==> config.mk <==
export PLATFORM = sky130hd
export DESIGN_NAME = hpdcache_mem_refill_serializer
export DESIGN_NICKNAME = d
export VERILOG_FILES = /design/src/rtl/hpdcache_mem_refill_serializer.sv
export SDC_FILE = /design/constraint.sdc
export NUM_CORES = 1
export LEC_CHECK = 0
export CORE_ASPECT_RATIO = 1.25
export CORE_MARGIN = 2
export CORE_UTILIZATION = 40
export CTS_BUF_LIST = sky130_fd_sc_hd__clkbuf_8
export DETAILED_ROUTE_END_ITERATION = 7
export PLACE_DENSITY = 0.77
export SETUP_SLACK_MARGIN = 0.02
export SLEW_MARGIN = 30
export SYNTH_ARGS = -nofsm -noshare
export SYNTH_HDL_FRONTEND = slang
export SYNTH_SLANG_ARGS = --single-unit
export TNS_END_PERCENT = 100
==> constraint.sdc <==
create_clock -name clk_i -period 22 [get_ports clk_i]
set_clock_uncertainty 0.2 [all_clocks]
set_input_delay 6.6 -clock clk_i [delete_from_list [all_inputs] [get_ports clk_i]]
set_output_delay 6.6 -clock clk_i [all_outputs]
set_load 0.01 [all_outputs]
==> src/rtl/hpdcache_mem_refill_serializer.sv <==
// hpdcache_mem_refill_serializer: buffers whole refill lines and streams them to the HPDcache as beats
module hpdcache_mem_refill_serializer #(
  parameter int WORD_WIDTH = 64,
  parameter int CL_WORDS   = 8,
  parameter int BEAT_WORDS = 4,
  parameter int ID_WIDTH   = 7,
  parameter int FIFO_DEPTH = 2
) (
  input  logic                                clk_i,
  input  logic                                rst_ni,
  input  logic                                line_valid_i,
  output logic                                line_ready_o,
  input  logic [CL_WORDS*WORD_WIDTH-1:0]      line_data_i,
  input  logic [ID_WIDTH-1:0]                 line_id_i,
  input  logic                                line_error_i,
  output logic                                rsp_valid_o,
  input  logic                                rsp_ready_i,
  output logic [BEAT_WORDS*WORD_WIDTH-1:0]    rsp_data_o,
  output logic [ID_WIDTH-1:0]                 rsp_id_o,
  output logic                                rsp_error_o,
  output logic                                rsp_last_o,
  output logic                                busy_o,
  output logic [$clog2(FIFO_DEPTH+1)-1:0]     occupancy_o
);
  localparam int BEATS  = CL_WORDS / BEAT_WORDS;
  localparam int CNT_W  = BEATS > 1 ? $clog2(BEATS) : 1;
  localparam int PTR_W  = FIFO_DEPTH > 1 ? $clog2(FIFO_DEPTH) : 1;
  localparam int OCC_W  = $clog2(FIFO_DEPTH + 1);
  localparam int LINE_W = CL_WORDS * WORD_WIDTH;
  localparam int BEAT_W = BEAT_WORDS * WORD_WIDTH;
  localparam logic [CNT_W-1:0] LAST_BEAT = CNT_W'(BEATS - 1);

  if ((CL_WORDS % BEAT_WORDS) != 0 || FIFO_DEPTH < 1) begin : g_param_check
    $error("hpdcache_mem_refill_serializer: BEAT_WORDS must divide CL_WORDS and FIFO_DEPTH must be >= 1");
  end

  typedef enum logic {IDLE, SEND} state_t;

  state_t                   state, state_next;
  logic [LINE_W-1:0]        mem_data [FIFO_DEPTH];
  logic [ID_WIDTH-1:0]      mem_id   [FIFO_DEPTH];
  logic                     mem_err  [FIFO_DEPTH];
  logic [PTR_W-1:0]         wr_ptr, rd_ptr;
  logic [OCC_W-1:0]         count, count_next;
  logic [CNT_W-1:0]         beat_cnt;
  logic [LINE_W-1:0]        head_data;
  logic                     push, pop, hs;

  function automatic logic [PTR_W-1:0] ptr_inc(input logic [PTR_W-1:0] p);
    return (p == PTR_W'(FIFO_DEPTH - 1)) ? '0 : p + 1'b1;
  endfunction

  assign line_ready_o = count != OCC_W'(FIFO_DEPTH);
  assign push         = line_valid_i && line_ready_o;
  assign rsp_valid_o  = state == SEND;
  assign hs           = rsp_valid_o && rsp_ready_i;
  assign pop          = hs && beat_cnt == LAST_BEAT;
  assign count_next   = count + OCC_W'(push) - OCC_W'(pop);
  assign busy_o       = count != '0;
  assign occupancy_o  = count;

  // Outputs are gated by valid so they read as zero whenever nothing is presented, including in reset.
  assign head_data   = mem_data[rd_ptr];
  assign rsp_data_o  = rsp_valid_o ? head_data[int'(beat_cnt)*BEAT_W +: BEAT_W] : '0;
  assign rsp_id_o    = rsp_valid_o ? mem_id[rd_ptr] : '0;
  assign rsp_error_o = rsp_valid_o && mem_err[rd_ptr];
  assign rsp_last_o  = rsp_valid_o && beat_cnt == LAST_BEAT;

  // Line storage; contents need no reset because every output is masked while idle.
  always_ff @(posedge clk_i) begin
    if (push) begin
      mem_data[wr_ptr] <= line_data_i;
      mem_id[wr_ptr]   <= line_id_i;
      mem_err[wr_ptr]  <= line_error_i;
    end
  end

  // FIFO pointers, occupancy, beat position and FSM state.
  always_ff @(posedge clk_i or negedge rst_ni) begin
    if (!rst_ni) begin
      state    <= IDLE;
      wr_ptr   <= '0;
      rd_ptr   <= '0;
      count    <= '0;
      beat_cnt <= '0;
    end else begin
      state    <= state_next;
      count    <= count_next;
      wr_ptr   <= push ? ptr_inc(wr_ptr) : wr_ptr;
      rd_ptr   <= pop ? ptr_inc(rd_ptr) : rd_ptr;
      beat_cnt <= pop ? '0 : hs ? beat_cnt + 1'b1 : beat_cnt;
    end
  end

  // Next state: a new line starts sending the cycle after acceptance; keep sending while lines remain.
  always_comb begin
    state_next = state;
    if (state == IDLE) state_next = push ? SEND : IDLE;
    else state_next = (pop && count_next == '0) ? IDLE : SEND;
  end

  logic [CNT_W-1:0] mon_cnt;

  // Independent count of beats handed over since the last final beat.
  always_ff @(posedge clk_i or negedge rst_ni) begin
    if (!rst_ni) mon_cnt <= '0;
    else if (hs) mon_cnt <= rsp_last_o ? '0 : mon_cnt + 1'b1;
  end

  a_no_push_full: assert property (@(posedge clk_i) disable iff (!rst_ni)
    !(push && count == OCC_W'(FIFO_DEPTH)));
  a_stable: assert property (@(posedge clk_i) disable iff (!rst_ni)
    (rsp_valid_o && !rsp_ready_i) |=> (rsp_valid_o && $stable(rsp_data_o) && $stable(rsp_id_o)
      && $stable(rsp_error_o) && $stable(rsp_last_o)));
  a_beats: assert property (@(posedge clk_i) disable iff (!rst_ni)
    (hs && rsp_last_o) |-> mon_cnt == LAST_BEAT);
endmodule

==> impl_metrics.env <==
export IMPL_period_minus_slack_ps=11980
export IMPL_crit_arrival_ps=5180
export IMPL_hp_class="reg -> reg"
export IMPL_final_hold_violation_count=0
export IMPL_dpl_hpwl_um=64130
export IMPL_dieWidth_um=286.1
export IMPL_slew_viol_final=0
export IMPL_worst_ir_drop_vdd_mv=0.09563
export IMPL_crit_path_start_kind="register"
export IMPL_routed_top_layer="met5"
export IMPL_die_area_mm2=0.1020
export IMPL_leakage_nw=17.06
export IMPL_wl_met3_um=7885
export IMPL_clockPowerShare_pct=21.1
export IMPL_port_buffers=793
export IMPL_path_clk_slew_ps=60
export IMPL_avgSynthCellArea_um2=23.67
export IMPL_cts_setup_buffers=0
export IMPL_fillCellCount=7520
export IMPL_finalNonFillerCells=4038
export IMPL_insertion_delay_ps=820
export IMPL_power_frac_comb_pct=37.7
export IMPL_area_delta_synth_final_pct=30.78
export IMPL_drv_cap=0
export IMPL_drc=0
export IMPL_vias=20340
export IMPL_synth_top_area_cell="edfxtp_1"
export IMPL_crit_required_ps=15200
export IMPL_critPathSlowestCell="buf_4"
export IMPL_clk_path_buf_depth=3
export IMPL_grt_usage_pct=18.24
export IMPL_tns_ps=0
export IMPL_final_common_cell="edfxtp_1"
export IMPL_cts_buffers=159
export IMPL_core_rowCount=129
export IMPL_seqCellArea_mm2=0.03139
export IMPL_setup_viol=0
export IMPL_worst_pin_slew_ps=1099
export IMPL_slew_limit_headroom_pct=26.76
export IMPL_switching_share_pct=29.60
export IMPL_path_class="reg -> out"
export IMPL_syn_area_mm2=0.03978
export IMPL_layout_common_cells="edfxtp_1, clkdlybuf4s50_1, and2_1"
export IMPL_grt_pass1_vias=22030
export IMPL_cp_end_kind="primary output"
export IMPL_timing_fmax_mhz=83.49
export IMPL_p_per_area_mw_per_mm2=132.8
export IMPL_setup_ws_ps=10020
export IMPL_cp_max_fo=52
export IMPL_core_area_mm2=0.09878
export IMPL_crit_chain="buf_6 -> buf_4 -> buf_4 -> mux4_2 -> and2_1 -> clkdlybuf4s50_1"
export IMPL_finalPower_mw=6.911
export IMPL_intPower_mw=4.865
export IMPL_cts_sinks=1046
export IMPL_wl_um=95200
export IMPL_postRouteAntennaNets=0
export IMPL_cts_htree_levels=4
export IMPL_finalCritPeriodShare_pct=54.44
export IMPL_grt_pass1_wl_um=138100
export IMPL_yosysUniqueCellTypes=22
export IMPL_antenna_found_initial=34
export IMPL_drt_pass1_iter_count=5
export IMPL_wl_met1_um=32770
export IMPL_clock_root_buffer="clkbuf_8"
export IMPL_power_switching_mw=2.046
export IMPL_io_pins=794
export IMPL_dp_cells=3714
export IMPL_seqPwrFrac_pct=41.2
export IMPL_rsz0062_at_grt="false"
export IMPL_initial_utilization_pct=40.28
export IMPL_cts_repair_resized=0
export IMPL_grt_overflow=0
export IMPL_cts_tree="yes"
export IMPL_dr_wl_met2_um=50650
export IMPL_synth_seq_cells=1046
export IMPL_drive_above_1_share_pct=17.66
export IMPL_grt_max_degree=182
export IMPL_nets=3099
export IMPL_drtIter0Drc=1869
export IMPL_syn_nets=2207
export IMPL_syn_inst=1681
export IMPL_synthTopCellsByArea="edfxtp_1, mux4_2, and2_1"
export IMPL_critPathMostFrequentCell="buf_4"
export IMPL_seq_area_frac_synth_pct=78.88
export IMPL_routedWlPerCell_um=23.58
export IMPL_pre_cts_ws_ps=10710
export IMPL_yosys_warnings=0
export IMPL_ctsHoldBuffers=0
export IMPL_status="finished clean"
export IMPL_multi_input_area_mm2=0.007636
export IMPL_gp_congestion=0.8709
export IMPL_die_height_um=356.6
export IMPL_worst_path_largest_cell_delay_ps=820
export IMPL_synth_top_area_share_pct=78.50
export IMPL_vias_per_cell=5.036
[cell type report]
class,count,area share (%)
flip-flops and latches,1046,60.33
clock buffers,162,4.285
clock inverters,121,1.246
diodes,33,0.1587
multi-input cells,545,14.68
inverters,2,0.01443
well taps,1310,3.150
repair buffers,819,16.13
[cell usage after synthesis, drive strengths merged]
cell type,instances
a21o,1
and2,257
and3,1
buf,53
clkbuf,35
dfrtp,6
edfxtp,1040
ha,2
inv,2
mux2i,8
mux4,256
nand2,2
nand2b,1
nand3,1
nor2,1
nor2b,8
o31a,1
or2,1
xnor2,5
[registers in the layout (all words and copies together) (netlist names)]
name and count:
occupancy_o 2, wr_ptr 1, rsp_valid_o 1, rd_ptr 1, mem_data 1024, beat_cnt 1
mem_id 14, mem_err 2
[power groups by stage]
stage	logic (mW)	clock network, mW	registers (mW)
floorplan	1.51	0	3.10
global placement	2.52	0	2.90
detailed placement	2.57	0	2.93
CTS	2.58	1.50	2.89
global route	2.76	1.58	2.89
finish	2.61	1.46	2.85
[through the flow]
stage	utilization [%]	hold slack, ps	cell area (µm²)
after floorplan	-	278.8	39790
after global placement	49.40	337.5	48800
after detailed placement	49.44	368.2	48840
after CTS	52.35	381.5	51710
after global routing	52.67	410.6	52020
final	52.67	374.6	52030
[worst paths after layout]
| kind | startpoint | to | slack, ps | cells after the start |
|---|---|---|---|---|
| min | wr_ptr | wr_ptr | 370 | 1 |
| max in group asynchronous | rst_ni | rsp_valid_o | 15550 | 1 |
| max | rd_ptr | rsp_data_o[137] | 10020 | 6 |
| min in group asynchronous | rst_ni | occupancy_o[1] | 5810 | 1 |
| min reg2reg | wr_ptr | wr_ptr | 370 | 1 |
| max reg2reg | occupancy_o[0] | mem_data[0][405] | 18170 | 6 |
[routing by layer]
metal / GRT usage, % / up-vias
met4: 9.979 / 6
met1: 20.38 / 10410
met3: 5.697 / 212
li1: - / 8761
met2: 31.12 / 945
met5: 0 / -
[critical path, delay by kind of cell (launching register included)]
kind          cells  cell delay [ps]
buf+inv           4             2630
flops             1              760
mux               1              590
simple gates      1              180
[cells by family after synthesis]
kind of cell    count (synthesis)  share of synthesized area (%)
xor+xnor                        5                         0.1101
flops                        1046                          78.88
simple gates                  272                          4.255
compound gates                  2                        0.04090
buf+inv                        90                          1.962
mux                           264                          14.69
fa+ha+maj                       2                        0.06289
Power figures use the tool's default switching activity.
